[src/rtl/reg_scoreboard.sv]
`default_nettype none
// ============================================================================
// Module   : reg_scoreboard
// Purpose  : Producer-side register hazard tracker for a 5-stage MIPS
//            pipeline. Counts in-flight GPR writes from issue to retire,
//            split into all writes and long-latency (non-forwardable)
//            writes, and tells decode when to stall.
// Ports    : clk, rst (async, active-high)
//            issue_valid/issue_wen/issue_dest/issue_long  - write issued
//            retire_valid/retire_dest/retire_long         - WB write
//            flush                                        - clear all in-flight
//            de_raddr1/de_use1/de_raddr2/de_use2          - decode sources
//            de_dest/de_wen                               - decode destination
//            stall      - decode must hold (comb from state + de_*)
//            busy_vec   - reg r has at least one pending write
//            sb_err     - sticky protocol-error flag
//            stall_cnt  - stall-cycle counter (0 unless SB_STATS_EN)
// Config   : define SB_STATS_EN to build the 32-bit stall-cycle counter.
// Revision : 1.0 - initial release
// ============================================================================
module reg_scoreboard #(
    parameter int NREG  = 32,
    parameter int CNT_W = 2
) (
    input  logic            clk,
    input  logic            rst,
    input  logic            issue_valid,
    input  logic            issue_wen,
    input  logic [4:0]      issue_dest,
    input  logic            issue_long,
    input  logic            retire_valid,
    input  logic [4:0]      retire_dest,
    input  logic            retire_long,
    input  logic            flush,
    input  logic [4:0]      de_raddr1,
    input  logic            de_use1,
    input  logic [4:0]      de_raddr2,
    input  logic            de_use2,
    input  logic [4:0]      de_dest,
    input  logic            de_wen,
    output logic            stall,
    output logic [NREG-1:0] busy_vec,
    output logic            sb_err,
    output logic [31:0]     stall_cnt
);

    localparam logic [CNT_W-1:0] CNT_MAX  = {CNT_W{1'b1}};
    localparam logic [CNT_W-1:0] CNT_ONE  = CNT_W'(1);
    localparam logic [CNT_W-1:0] CNT_ZERO = '0;

    // Per-register counters packed flat so decode can index them by address.
    logic [NREG*CNT_W-1:0] all_flat;
    logic [NREG*CNT_W-1:0] long_flat;
    logic [NREG-1:0]       err_vec;

    for (genvar r = 0; r < NREG; r++) begin : g_reg
        if (r == 0) begin : g_zero
            // Register 0 is hard-wired and never tracked.
            assign all_flat[r*CNT_W +: CNT_W]  = CNT_ZERO;
            assign long_flat[r*CNT_W +: CNT_W] = CNT_ZERO;
            assign busy_vec[r]                 = 1'b0;
            assign err_vec[r]                  = 1'b0;
        end else begin : g_track
            localparam logic [4:0] IDX = 5'(r);

            logic [CNT_W-1:0] cnt_all, cnt_long;
            logic [CNT_W-1:0] all_nxt, long_nxt;
            logic             inc_all, dec_all, inc_long, dec_long;
            logic             err_nxt;

            assign inc_all  = issue_valid & issue_wen & (issue_dest == IDX);
            assign dec_all  = retire_valid & (retire_dest == IDX);
            assign inc_long = inc_all & issue_long;
            assign dec_long = dec_all & retire_long;

            // Simultaneous issue and retire on this register cancel out, so
            // saturation is only checked on a net increment or decrement.
            always_comb begin
                all_nxt  = cnt_all;
                long_nxt = cnt_long;
                err_nxt  = 1'b0;
                if (inc_all && !dec_all) begin
                    if (cnt_all == CNT_MAX) err_nxt = 1'b1;
                    else                    all_nxt = cnt_all + CNT_ONE;
                end else if (dec_all && !inc_all) begin
                    if (cnt_all == CNT_ZERO) err_nxt = 1'b1;
                    else                     all_nxt = cnt_all - CNT_ONE;
                end
                if (inc_long && !dec_long) begin
                    if (cnt_long == CNT_MAX) err_nxt  = 1'b1;
                    else                     long_nxt = cnt_long + CNT_ONE;
                end else if (dec_long && !inc_long) begin
                    if (cnt_long == CNT_ZERO) err_nxt  = 1'b1;
                    else                      long_nxt = cnt_long - CNT_ONE;
                end
                if (long_nxt > all_nxt) err_nxt = 1'b1;
            end

            always_ff @(posedge clk or posedge rst) begin
                if (rst) begin
                    cnt_all  <= CNT_ZERO;
                    cnt_long <= CNT_ZERO;
                end else if (flush) begin
                    cnt_all  <= CNT_ZERO;
                    cnt_long <= CNT_ZERO;
                end else begin
                    cnt_all  <= all_nxt;
                    cnt_long <= long_nxt;
                end
            end

            assign all_flat[r*CNT_W +: CNT_W]  = cnt_all;
            assign long_flat[r*CNT_W +: CNT_W] = cnt_long;
            assign busy_vec[r]                 = |cnt_all;
            // Events in a flush cycle are ignored, including their errors.
            assign err_vec[r]                  = err_nxt & ~flush;
        end
    end

    // Decode hazard lookup: registered state only, so a write issued this
    // cycle affects decode from the next cycle.
    logic [CNT_W-1:0] src1_long, src2_long, dst_all;
    logic             haz1, haz2, haz_full;

    assign src1_long = long_flat[de_raddr1*CNT_W +: CNT_W];
    assign src2_long = long_flat[de_raddr2*CNT_W +: CNT_W];
    assign dst_all   = all_flat[de_dest*CNT_W +: CNT_W];

    assign haz1     = de_use1 & (de_raddr1 != 5'd0) & (src1_long != CNT_ZERO);
    assign haz2     = de_use2 & (de_raddr2 != 5'd0) & (src2_long != CNT_ZERO);
    assign haz_full = de_wen  & (de_dest   != 5'd0) & (dst_all == CNT_MAX);
    assign stall    = haz1 | haz2 | haz_full;

    always_ff @(posedge clk or posedge rst) begin
        if (rst)           sb_err <= 1'b0;
        else if (|err_vec) sb_err <= 1'b1;
    end

`ifdef SB_STATS_EN
    always_ff @(posedge clk or posedge rst) begin
        if (rst)        stall_cnt <= 32'd0;
        else if (stall) stall_cnt <= stall_cnt + 32'd1;
    end
`else
    assign stall_cnt = 32'd0;
`endif

endmodule
`default_nettype wire

[config.mk]
export PLATFORM = sky130hd
export DESIGN_NAME = reg_scoreboard
export DESIGN_NICKNAME = d
export VERILOG_FILES = /design/src/rtl/reg_scoreboard.sv
export SDC_FILE = /design/constraint.sdc
export NUM_CORES = 1
export LEC_CHECK = 0
export ABC_AREA = 1
export BUFFER_PORTS_ARGS = -buffer_cell sky130_fd_sc_hd__buf_2
export CORE_UTILIZATION = 41
export DETAILED_ROUTE_END_ITERATION = 10
export MAX_ROUTING_LAYER = met4
export PLACE_DENSITY = 0.68
export SLEW_MARGIN = 20
export SYNTH_ARGS = -nofsm -noshare
export SYNTH_HDL_FRONTEND = slang
export SYNTH_SLANG_ARGS = --single-unit
[constraint.sdc]
create_clock -name clk -period 6 [get_ports clk]
set_clock_uncertainty 0.2 [all_clocks]
set_input_delay 1.2 -clock clk [delete_from_list [all_inputs] [get_ports clk]]
set_output_delay 1.2 -clock clk [all_outputs]
set_load 0.05 [all_outputs]
==> results of run 1 <==
-- where the power goes --
part	total, mW	internal [mW]	leakage [nW]	switching (mW)
Combinational	0.306	0.0602	5.69	0.245
Sequential	0.848	0.846	1.74	0.00278
Clock	0.981	0.570	0.255	0.411
-- metrics by stage --
stage               area (µm²)  power (mW)  hold WS (ns)  utilization, %
finish                   13800        2.13         0.382            46.1
CTS                      13800        2.14         0.381            46.1
detailed placement       13300        1.16         0.364            44.4
global placement         13300        1.16         0.365            44.4
floorplan                12700        1.08         0.338               -
global route             13800        2.20         0.415            46.1
-- how the worst max path moves through the flow --
stage | end | from | cells after the start
2_1_floorplan | g_reg[10].g_track.cnt_all[0] | rst | 1
3_3_place_gp | sb_err | issue_valid | 22
3_5_place_dp | sb_err | issue_valid | 25
4_1_cts | stall | de_dest[0] | 12
5_1_grt | stall | de_dest[0] | 10
6_report | stall | de_dest[0] | 12
-- cell usage after synthesis, types with 15 or more instances --
cell,count,area share [%]
sky130_fd_sc_hd__nand2_1,574,17
sky130_fd_sc_hd__nor2_1,407,12
sky130_fd_sc_hd__inv_1,357,11
sky130_fd_sc_hd__nand3_1,143,5.7
sky130_fd_sc_hd__o21ai_0,127,5.1
sky130_fd_sc_hd__dfrtp_1,125,25
sky130_fd_sc_hd__a21oi_1,109,4.3
sky130_fd_sc_hd__ha_1,62,6.2
sky130_fd_sc_hd__o211ai_1,50,3.0
sky130_fd_sc_hd__buf_4,33,2.0
sky130_fd_sc_hd__clkbuf_1,24,0.72
sky130_fd_sc_hd__o21bai_1,24,1.4
sky130_fd_sc_hd__nand3b_1,15,0.90
-- routing by layer --
metal / up-vias / global-route usage (%) / wire (µm)
met5: - / - / 0
met4: 0 / 16.7 / 2140
met3: 93 / 6.16 / 4330
met2: 584 / 54.9 / 23500
met1: 6722 / 45.4 / 22700
li1: 6947 / - / -
-- worst max-delay path, delay by kind of cell --
kind	cells	cell delay, ns
buffers and inverters	3	0.90
AO/OA/AOI/OAI	4	0.62
AND/OR/NAND/NOR	5	0.52
-- kinds of logic (layout without fill, tap and decap cells) --
kind of cell    count (synthesis)  count (layout)  synth area share [%]
other cells                     1              34                0.0298
buf+inv                       428             475                  13.9
simple gates                 1181            1181                  38.0
fa+ha+maj                      62              62                  6.17
flops                         125             125                  24.9
compound gates                365             365                  17.1
-- state kept, by name (all words and copies together) (netlist names) --
| register | count |
|---|---|
| g.g_track.cnt_all | 62 |
| g.g_track.cnt_long | 62 |
| sb_err | 1 |
-- cell type report --
cell class	instances	area [µm²]	share of cell area (%)
Sequential cell	125	3130	22.7
Antenna cell	1	2.50	0.0182
Clock buffer	22	454	3.29
Tap cell	390	488	3.54
Clock inverter	8	70.1	0.508
Timing Repair Buffer	85	470	3.41
Multi-Input combinational cell	1641	7820	56.7
Inverter	360	1360	9.84
==> results.txt, run 1 <==
* Fin cells: about 2600
- In this run the tightest slew margin relative to its limit is between 30 and 40%.
- Yosys warnings: 0
- 1st-pass router iterations: 9
* Upper clock frequency limit: around 210 MHz
- TritonCTS clock tree: yes
- GR Util All Layers: between 30% and 40%
- Worst EP required: between 4 and 5 ns
- For the pin with the worst max-slew slack, the measured transition is ~1.0 ns.
- In this run, synthesis inferred 0 flip-flops with an integrated enable.
* Horiz. Die Dim: approximately 180 µm
* Sort of element at the start of the critical path: input pin
* Fraction of synthesis flops using an asynchronous set or reset pin: 100%
- HPWL Detailed: around 43 mm
* Worst reg2reg path depth: 19
- Entering global routing, the biggest net connects 88 pins.
- The critical path is of the in2out type.
- The worst hold path begins at g_reg[18].g_track.cnt_long[1].
- The final critical path takes up 77.6% of the cycle.
* Power density over cell area: around 150 nW/µm²
* Number of nets in the layout: roughly 2300
- In the layout the commonest cells are 574 x sky130_fd_sc_hd__nand2_1, 407 x sky130_fd_sc_hd__nor2_1, 356 x sky130_fd_sc_hd__inv_1.
* Capturing point of the worst reg2reg path: sb_err
- Number of fill cells in the layout: 3186
- Final-report hold violation count: 0
- The via count of the first global-routing pass was approximately 13000.
- Mean instance size in the synthesized netlist: between 5 and 6 µm²
- The library cell used most frequently in the layout, excluding fill and tap cells, is sky130_fd_sc_hd__nand2_1.
* Cells after synthesis: between 2000 and 2500
- Clk Latency, worst-skew pair: 0.46 ns
* Height of the die: about 180 µm
- Endpoint with the worst hold slack: g_reg[18].g_track.cnt_long[1]
* Worst hold path stage count: 2
* Flip-flop and latch count after synthesis: around 130
- Of the cells placed in the final design, the portion with a size suffix greater than 1 is under 10%.
- The die covers 31400 µm².
- The count of nets left with antenna violations once routing finished came out at 0.
- CTS placed an instance of sky130_fd_sc_hd__clkbuf_16 at the clock tree root.
- Summed over all failing endpoints, the final setup total negative slack is 0 ns.
- CP dominant cell by count: sky130_fd_sc_hd__nand2_1
- Peak supply drop: 0.239 mV
- After synthesis, flip-flops and latches occupy between 20% and 30% of the total area.
- Routability congestion estimate: 1.04
* Reg-to-reg critical path startpoint: g_reg[8].g_track.cnt_long[0]
* Setup repair after global routing missed its margin: false
* Number of antenna violations at the first check in global routing: 1
* Setup slack of the critical path after layout: between 1 and 1.5 ns
- Max Root-Sink Buffers: 2
- Once the floorplan was initialized, standard cells occupied 42.1% of the core.
- Slowest stage cell on the critical path: sky130_fd_sc_hd__inv_1
- The worst setup path is captured at an output pin.
* Placeable core region: ~30000 µm²
- I/O pin total: slightly above 100
* Clock slew seen by the registers of the worst setup and hold paths: ~0.050 ns
- Clock sink total: around 130
- PortBufs: 68
* Leakage power figure: about 7.7 nW
- In this run, the number of DRC markers left after iteration 0 of detailed routing was 1532.
* Maximum fanout encountered on the critical timing path: 17
- CTS HTree Levels: 4
* Sum of routed wire length over all layers: approximately 53 mm
- Most used flip-flop cell after synthesis: sky130_fd_sc_hd__dfrtp_1
* Avg WL per Cell: around 20 µm
- Inserted Clock Buffers: 17
- Cell area after synthesis: around 13000 µm²
* Area added between synthesis and finish: 9.71%
- Postcts setup bufs: 0
* Status: finished clean
* Mean number of vias per cell: 5.45
- Cell row count: 63
- Hold crit path type: reg2reg
* Total grt overflow: 0
- Hold_buf cts: 0
- After clock tree synthesis, the repair step resized 0 gates.
- Setup violations remaining at the end of the flow were counted as 0.
* Routed via count: 14300
- In this run the register-to-register setup slack is 2.93 ns.
* Global-route wire length before repair: between 70 and 80 mm
* Slew Viols, Final: 0
* Post-placement worst setup slack: approximately 1.1 ns
* DRC: 0
- Crit path largest cell delay: 0.33 ns
* Arr. time, crit path: about 3.3 ns
- After layout, the minimum clock period comes to about 4.7 ns.
- Placed insts: 2601
* Cells traversed along the worst timing path: buf_2 -> inv_1 -> a21oi_1 -> o21ai_0 -> nand2_1 -> nand2_1 -> o221ai_1 -> o211ai_1 -> nand3_1 -> nand2_1 -> nand3_1 -> buf_2
- Across the run, the number of max-cap violations was 0.
* Library cells used by synthesis: 38
No activity file was read; power rests on OpenSTA's default activity.
==> run 2, diff against run 1 <==
==> constraint.sdc (replaced) <==
create_clock -name clk -period 4.4 [get_ports clk]
set_clock_uncertainty 0.2 [all_clocks]
set_input_delay 0.88 -clock clk [delete_from_list [all_inputs] [get_ports clk]]
set_output_delay 0.88 -clock clk [all_outputs]
set_load 0.05 [all_outputs]
==> results.txt, run 2 (synthesis gave the netlist of run 1 again) <==
* Status: finished clean
- In the final layout, the registers with the most flip-flops are g.g_track.cnt_all (62), g.g_track.cnt_long (62), sb_err (1).
* Routability congestion estimate: 1.06
- Maximum fanout encountered on the critical timing path: 5
- Global-route wire length before repair: roughly 78 mm
- Counting every sink on the clock net gives approximately 130.
* Layout cells sized above 1: 8.17%
- The finished layout holds about 2700 standard cells, fillers aside.
- For this run, the post-layout net count is about 2400.
* Worst EP required: ~4.5 ns
- Pin count of the biggest net entering global routing: approximately 130
- Net switching power of the design: 927 µW
- Setup repair after global routing left no endpoint under its margin.
- Adding up every negative setup slack in the final design gives 0 ns.
* Share of power burned in the clock network: 47.6%
- Slowest stage cell on the critical path: sky130_fd_sc_hd__o31ai_1
* Number of DRC markers in iteration 0: approximately 1400
* Top library cells by usage in the layout, fill and taps aside: 574 x sky130_fd_sc_hd__nand2_1, 407 x sky130_fd_sc_hd__nor2_1, 356 x sky130_fd_sc_hd__inv_1
* Headroom to the max-slew limit: between 30% and 40%
* Max Root-Sink Buffers: 2
* Arr. time, crit path: ~4.2 ns
* Sum of routed wire length over all layers: between 50 and 60 mm
- The worst setup path is of the in2reg kind.
* Reg power frac: between 30% and 40%
- Hold crit path type: reg2reg
* Maximum Capacitance Violations: 0
- Upper clock frequency limit: 247 MHz
- Once the clock tree was built, the resizer swapped 0 gates to a different size.
* Clk Latency, worst-skew pair: 0.45 ns
- For the pin with the worst max-slew slack, the measured transition is approximately 1.0 ns.
* Post-route worst hold slack: between 0.3 and 0.4 ns
* Post-DRT Antenna Nets: 0
- Area added between synthesis and finish: 14.2%
- Setup violations remaining at the end of the flow were counted as 0.
- The die is 177 µm tall.
- Slew Viols, Final: 0
- In this design, the stage delay of the slowest critical-path cell is just under 0.4 ns.
- Die outline area: roughly 31000 µm²
- Counting the fill cells in the layout gives ~3200.
* HPWL Detailed: roughly 42 mm
- Internal power: 2.13 mW
- Net switching is 30.3% of the power.
- Leakage power figure: between 8 and 9 nW
- After detailed routing, the number of vias per cell comes to 5.41.
- The initial utilization of the core area, before any placement, comes to a little over two fifths.
- After floorplanning, the core was divided into 63 placement rows.
- 102 I/O pins were placed.
- In this run the standard cell core region covers 29900 µm².
* Inserted Clock Buffers: 17
- In this design, the largest share of critical-path delay is due to simple AND/OR/NAND/NOR gates.
- Combinational cells account for about 14% of the total power.
- Cells fill 48.0% of the core in the end.
- Post-CTS timing repair inserted 0 buffers for setup.
- Routed via count: 14600
- After clock tree synthesis, the clock-pin slew on the worst setup and hold paths is ~0.06 ns.
* PortBufs: between 60 and 70
- Horiz. Die Dim: 177 µm
- Dividing the detail-routed wire length by the instance count gives 19.3 µm.
* Total grt overflow: 0
- STA classifies the critical path endpoint as a flop.
* Vias in the first global route: ~13000
* GR Util All Layers: about a third
- TritonCTS built the clock tree.
- After detailed placement, the design holds a cell count of 2658.
- 1st-pass router iterations: 6
- In this run the power density over the cells is 213 nW/µm².
- Sort of element at the start of the critical path: input pin
- The library cell used most frequently in the layout, excluding fill and tap cells, is sky130_fd_sc_hd__nand2_1.
- The worst path uses 91.9% of the clock period.
* Peak supply drop: between 0.2 and 0.3 mV
- The initial antenna violation count was 1.
- The final-report hold violation count is 0.
* Fin crit period: between 4 and 5 ns
* DRC: 0
* Hold_buf cts: 0
* CTS HTree Levels: 4
* Combined buffer and inverter count along the critical path: 4
- Clock tree root driver cell: sky130_fd_sc_hd__clkbuf_16
## run 2: worst min-delay path: cells and delay by family, from the launching register on
kind	cells	cell delay, ns
compound gates	1	0.06
flops	1	0.39
simple gates	1	0.09
## run 2: worst paths after layout
| kind | cells past startpoint | endpoint | start | slack (ns) |
|---|---|---|---|---|
| max reg2reg | 18 | sb_err | g_reg[6].g_track.cnt_long[0] | 1.29 |
| max in group asynchronous | 3 | g_reg[7].g_track.cnt_long[1] | rst | 2.96 |
| max | 25 | sb_err | issue_dest[0] | 0.36 |
| min in group asynchronous | 3 | g_reg[30].g_track.cnt_long[0] | rst | 0.42 |
| min | 2 | g_reg[18].g_track.cnt_long[1] | g_reg[18].g_track.cnt_long[1] | 0.38 |
| min reg2reg | 2 | g_reg[18].g_track.cnt_long[1] | g_reg[18].g_track.cnt_long[1] | 0.38 |
## run 2: power groups by stage
stage	Sequential (mW)	Combinational, mW	Clock, mW
2_1_floorplan	1.18	0.290	0
5_1_grt	1.16	0.475	1.52
4_1_cts	1.16	0.435	1.48
3_3_place_gp	1.18	0.434	0
3_5_place_dp	1.18	0.434	0
6_report	1.16	0.444	1.46
## run 2: metrics by stage
| stage | cell area, µm² | setup slack [ns] | total power, mW |
|---|---|---|---|
| final | 14400 | 0.358 | 3.06 |
| after CTS | 14300 | 0.434 | 3.07 |
| after global placement | 13800 | -0.0481 | 1.61 |
| after floorplan | 12700 | 0.898 | 1.47 |
| after global routing | 14400 | 0.127 | 3.15 |
| after detailed placement | 13800 | -0.0142 | 1.61 |
## run 2: cell type report
| type | count | area [µm²] | share of cell area [%] |
|---|---|---|---|
| Antenna cell | 1 | 2.50 | 0.0174 |
| Clock buffer | 21 | 470 | 3.28 |
| Clock inverter | 11 | 116 | 0.811 |
| Inverter | 360 | 1360 | 9.44 |
| Multi-Input combinational cell | 1641 | 7820 | 54.5 |
| Sequential cell | 125 | 3130 | 21.8 |
| Tap cell | 390 | 488 | 3.40 |
| Timing Repair Buffer | 142 | 973 | 6.78 |
## run 2: layer usage
metal  GRT usage (%)  part of all wire [%]  vias to the layer above
li1                -                     -                     7066
met1            45.6                    44                     6816
met2            53.6                    45                      611
met3            6.23                   8.3                       77
met4            12.6                   3.3                        0
met5               -                     0                        -
==> run 3, diff against run 2 <==
--- a/config.mk
+++ b/config.mk
@@ -5,12 +5,11 @@
 export SDC_FILE = /design/constraint.sdc
 export NUM_CORES = 1
 export LEC_CHECK = 0
-export ABC_AREA = 1
 export BUFFER_PORTS_ARGS = -buffer_cell sky130_fd_sc_hd__buf_2
 export CORE_UTILIZATION = 41
 export DETAILED_ROUTE_END_ITERATION = 10
 export MAX_ROUTING_LAYER = met4
-export PLACE_DENSITY = 0.68
+export PLACE_DENSITY = 0.69
 export SLEW_MARGIN = 20
 export SYNTH_ARGS = -nofsm -noshare
 export SYNTH_HDL_FRONTEND = slang
==> results.txt, run 3 <==
- Status: finished clean
- Using the TritonRoute via totals, the vias-per-cell ratio works out to 6.11.
- The core region is 27900 µm².
* Worst reg2reg path depth: 11
- Combinational family with the most area after synthesis: simple AND/OR/NAND/NOR gates
* Minimum setup slack among reg-to-reg paths: 1.25 ns
- The clock network is responsible for around 48% of the overall power.
- Of all flip-flops after synthesis, the portion carrying an async set or reset was between 90% and 100%.
- Hold Crit Start: sb_err
* Top library cells by usage in the layout, fill and taps aside: 259 x sky130_fd_sc_hd__buf_4, 195 x sky130_fd_sc_hd__nor2_1, 174 x sky130_fd_sc_hd__nand2_1
- Fraction of synthesized area in multiplexers: 4.41%
* Arr. time, crit path: roughly 3.2 ns
- By area the synthesized netlist is led by sky130_fd_sc_hd__dfrtp_1 27%, sky130_fd_sc_hd__ha_1 6.6%, sky130_fd_sc_hd__nor2_1 6.3%.
- Total grt overflow: 0
- From bottom edge to top edge, the die measures between 150 and 200 µm.
* Leakage power figure: around 6.7 nW
- Setup repair after global routing missed its margin: false
- Post-Synth XOR/XNOR Area: 0%
- Post-layout instance area: between 10000 and 15000 µm²
* Placed instance area: 14200 µm²
* Cell row count: 61
- sky130_fd_sc_hd__nor2_1 is the most common cell in the netlist.
* Post-DRT Antenna Nets: 0
- Final-report hold violation count: 0
- Area added between synthesis and finish: 27.4%
- Cell internal power was estimated by the tool at around 2.2 mW.
- Counting the buffers created by CTS gives 17.
- Fin crit period: between 4 and 5 ns
- Layout cells sized above 1: around a quarter
- Summing over every cut layer, the via total after detailed routing is 13400.
* Worst-Margin Slew: 0.958 ns
* Clock sink total: between 100 and 150
* Category of the critical setup timing path: in2out
* Peak supply drop: about 0.24 mV
* Slew Viols, Final: 0
* Flip-flop and latch count after synthesis: ~130
- Leaving out fill and tap cells, the most frequent cell in the layout is sky130_fd_sc_hd__buf_4.
- The startpoint identified for the worst register-to-register timing path is g_reg[3].g_track.cnt_long[1].
- DRC: 0
* Hold crit path type: reg2reg
- The largest individual stage delay along the critical path comes from the cell sky130_fd_sc_hd__mux4_2.
* Setup slack of the critical path after layout: 0.143 ns
- Horiz. Die Dim: around 170 µm
* Largest area contributor in the synthesized netlist: sky130_fd_sc_hd__dfrtp_1
- Combinational share of power: between 10% and 20%
* Crit path capture type: output pin
- For this block, the routed nets add up to 51.6 mm of wire.
- Cells traversed along the worst timing path: buf_2 -> nand3_1 -> o21ai_0 -> mux4_2 -> mux4_2 -> o211ai_1 -> nand3_1 -> buf_2
- Maximum fanout encountered on the critical timing path: 16
* Power density over cell area: approximately 210 nW/µm²
- Routability congestion estimate: 1.06
* Endpoint with the worst hold slack: sb_err
* Upper clock frequency limit: about 230 MHz
- Counting every instance in the synthesized netlist gives approximately 1500.
- In this run the critical register-to-register path is captured at sb_err.
- After synthesis, the netlist uses between 70 and 80 different library cells.
- Vias in the first global route: 12100
* Sort of element at the start of the critical path: input pin
- Max Root-Sink Buffers: 2
* Worst EP required: about 3.3 ns
* Yosys warnings: 0
* Net switching power of the design: 926 µW
* Core Util, Final: ~53%
- Power comes to around 3.1 mW.
* Maximum Capacitance Violations: 0
- In the final layout, the registers with the most flip-flops are g.g_track.cnt_all (62), g.g_track.cnt_long (62), sb_err (1).
* Pin count of the biggest net entering global routing: 126
* Area fraction in compound gates after synthesis: about 26%
* PortBufs: 68
- After clock tree synthesis, the clock-pin slew on the worst setup and hold paths is 0.06 ns.
- CTS placed an instance of sky130_fd_sc_hd__clkbuf_16 at the clock tree root.
* List of most frequent post-synthesis cells: 196 x sky130_fd_sc_hd__nor2_1, 174 x sky130_fd_sc_hd__nand2_1, 143 x sky130_fd_sc_hd__o21ai_0, 125 x sky130_fd_sc_hd__dfrtp_1, 93 x sky130_fd_sc_hd__a21oi_1
* Final Cycle Share: 96.8%
* Headroom to the max-slew limit: between 30% and 40%
* Switching fraction of total power: between 20 and 30%
- Of the total power, registers draw approximately 37%.
* 1st-pass router iterations: 8
- Number of enable flip-flop cells after synthesis: 0
- Avg WL per Cell: between 20 and 25 µm
- Crit path largest cell delay: between 0.4 and 0.5 ns
- Number of DRC markers in iteration 0: between 1500 and 2000
- Adder-Cell Fraction of Synth Area: around 6.6%
* CTS HTree Levels: 4
* I/O pin total: slightly above 100
- Among all flip-flop cells after synthesis, the most frequent one is sky130_fd_sc_hd__dfrtp_1.
- The first global-routing pass estimated about 75 mm of wire.
- Timing analysis after detailed placement gives a worst setup slack of -0.479 ns.
- Cell area after synthesis: 11700 µm²
- At the end of the flow, the number of nets in the layout was between 1500 and 2000.
- TritonCTS built the clock tree.
- Once detailed placement completed, the half-perimeter wirelength came to roughly 41 mm.
- Setup violations remaining at the end of the flow were counted as 0.
- After synthesis, the largest area contributor takes up between 20% and 30% of total cell area.
* Number of antenna violations at the first check in global routing: 3
- For the worst-skew pair, the clock arrives at the later sink with an insertion delay of 0.43 ns.
* GR Util All Layers: a little under two fifths
- Simple logic cell fraction of the synthesized area: roughly 30%
- Worst hold path stage count: 2
- Register area share after synthesis: a little over a quarter
- For this configuration, the core starts out at a cell density of about two fifths.
- The die covers a little under 30000 µm².
* Mean instance size in the synthesized netlist: about 7.7 µm²
[run 3: worst max path at each step]
stage / end / cells after the start / start / slack, ns
CTS: sb_err / 18 / issue_dest[0] / 0.04
global placement: sb_err / 14 / retire_dest[1] / -0.32
floorplan: stall / 6 / de_dest[2] / 0.37
finish: stall / 8 / de_dest[2] / 0.14
global route: sb_err / 16 / issue_dest[1] / 0.01
detailed placement: sb_err / 14 / retire_dest[1] / -0.48
[run 3: power by group through the flow]
stage	clock network, mW	logic [mW]	registers, mW
after CTS	1.50	0.465	1.16
final	1.48	0.481	1.16
after global placement	0	0.461	1.18
after floorplan	0	0.281	1.18
after global routing	1.55	0.503	1.16
after detailed placement	0	0.464	1.18
[run 3: logic make-up (layout without fill, tap and decap cells)]
kind of cell	count (synthesis)	count (layout)
compound gates	469	469
fa+ha+maj	62	62
buf+inv	158	420
flops	125	125
mux	24	24
other cells	1	35
simple gates	684	684
[run 3: timing repair]
action                     4_1_cts  5_1_grt
hold buffers                     0        0
gates resized for setup          1       11
buffers inserted                 0        3
pin swaps                        0        2
setup endpoints to repair        1        1
[run 3: cell type report]
cell class / count / area [µm²]
Multi-Input combinational cell: 1272 / 7980
Tap cell: 378 / 473
Fill cell: 2703 / 13000
Sequential cell: 125 / 3130
Clock inverter: 10 / 113
Inverter: 50 / 191
Timing Repair Buffer: 338 / 2520
Antenna cell: 2 / 5.00
Clock buffer: 22 / 484
[run 3: per-stage QoR]
step,TNS [ns],std cells,hold WS (ns)
floorplan,0,1555,0.353
global placement,-0.319,2160,0.395
detailed placement,-0.479,2160,0.373
CTS,0,2192,0.386
global route,0,2197,0.419
finish,0,2197,0.395
[run 3: critical path, delay by kind of cell]
| family | cells | cell delay (ns) |
|---|---|---|
| multiplexers | 2 | 0.93 |
| buffers and inverters | 2 | 0.50 |
| AO/OA/AOI/OAI | 2 | 0.43 |
| AND/OR/NAND/NOR | 2 | 0.42 |
[run 3: routing by layer]
| layer | up-vias | wire (µm) | global-route usage (%) |
|---|---|---|---|
| met5 | - | 0 | - |
| met4 | 0 | 2810 | 19.6 |
| met3 | 149 | 4800 | 7.38 |
| met2 | 756 | 22400 | 54.8 |
| met1 | 6423 | 21500 | 46.9 |
| li1 | 6101 | - | - |
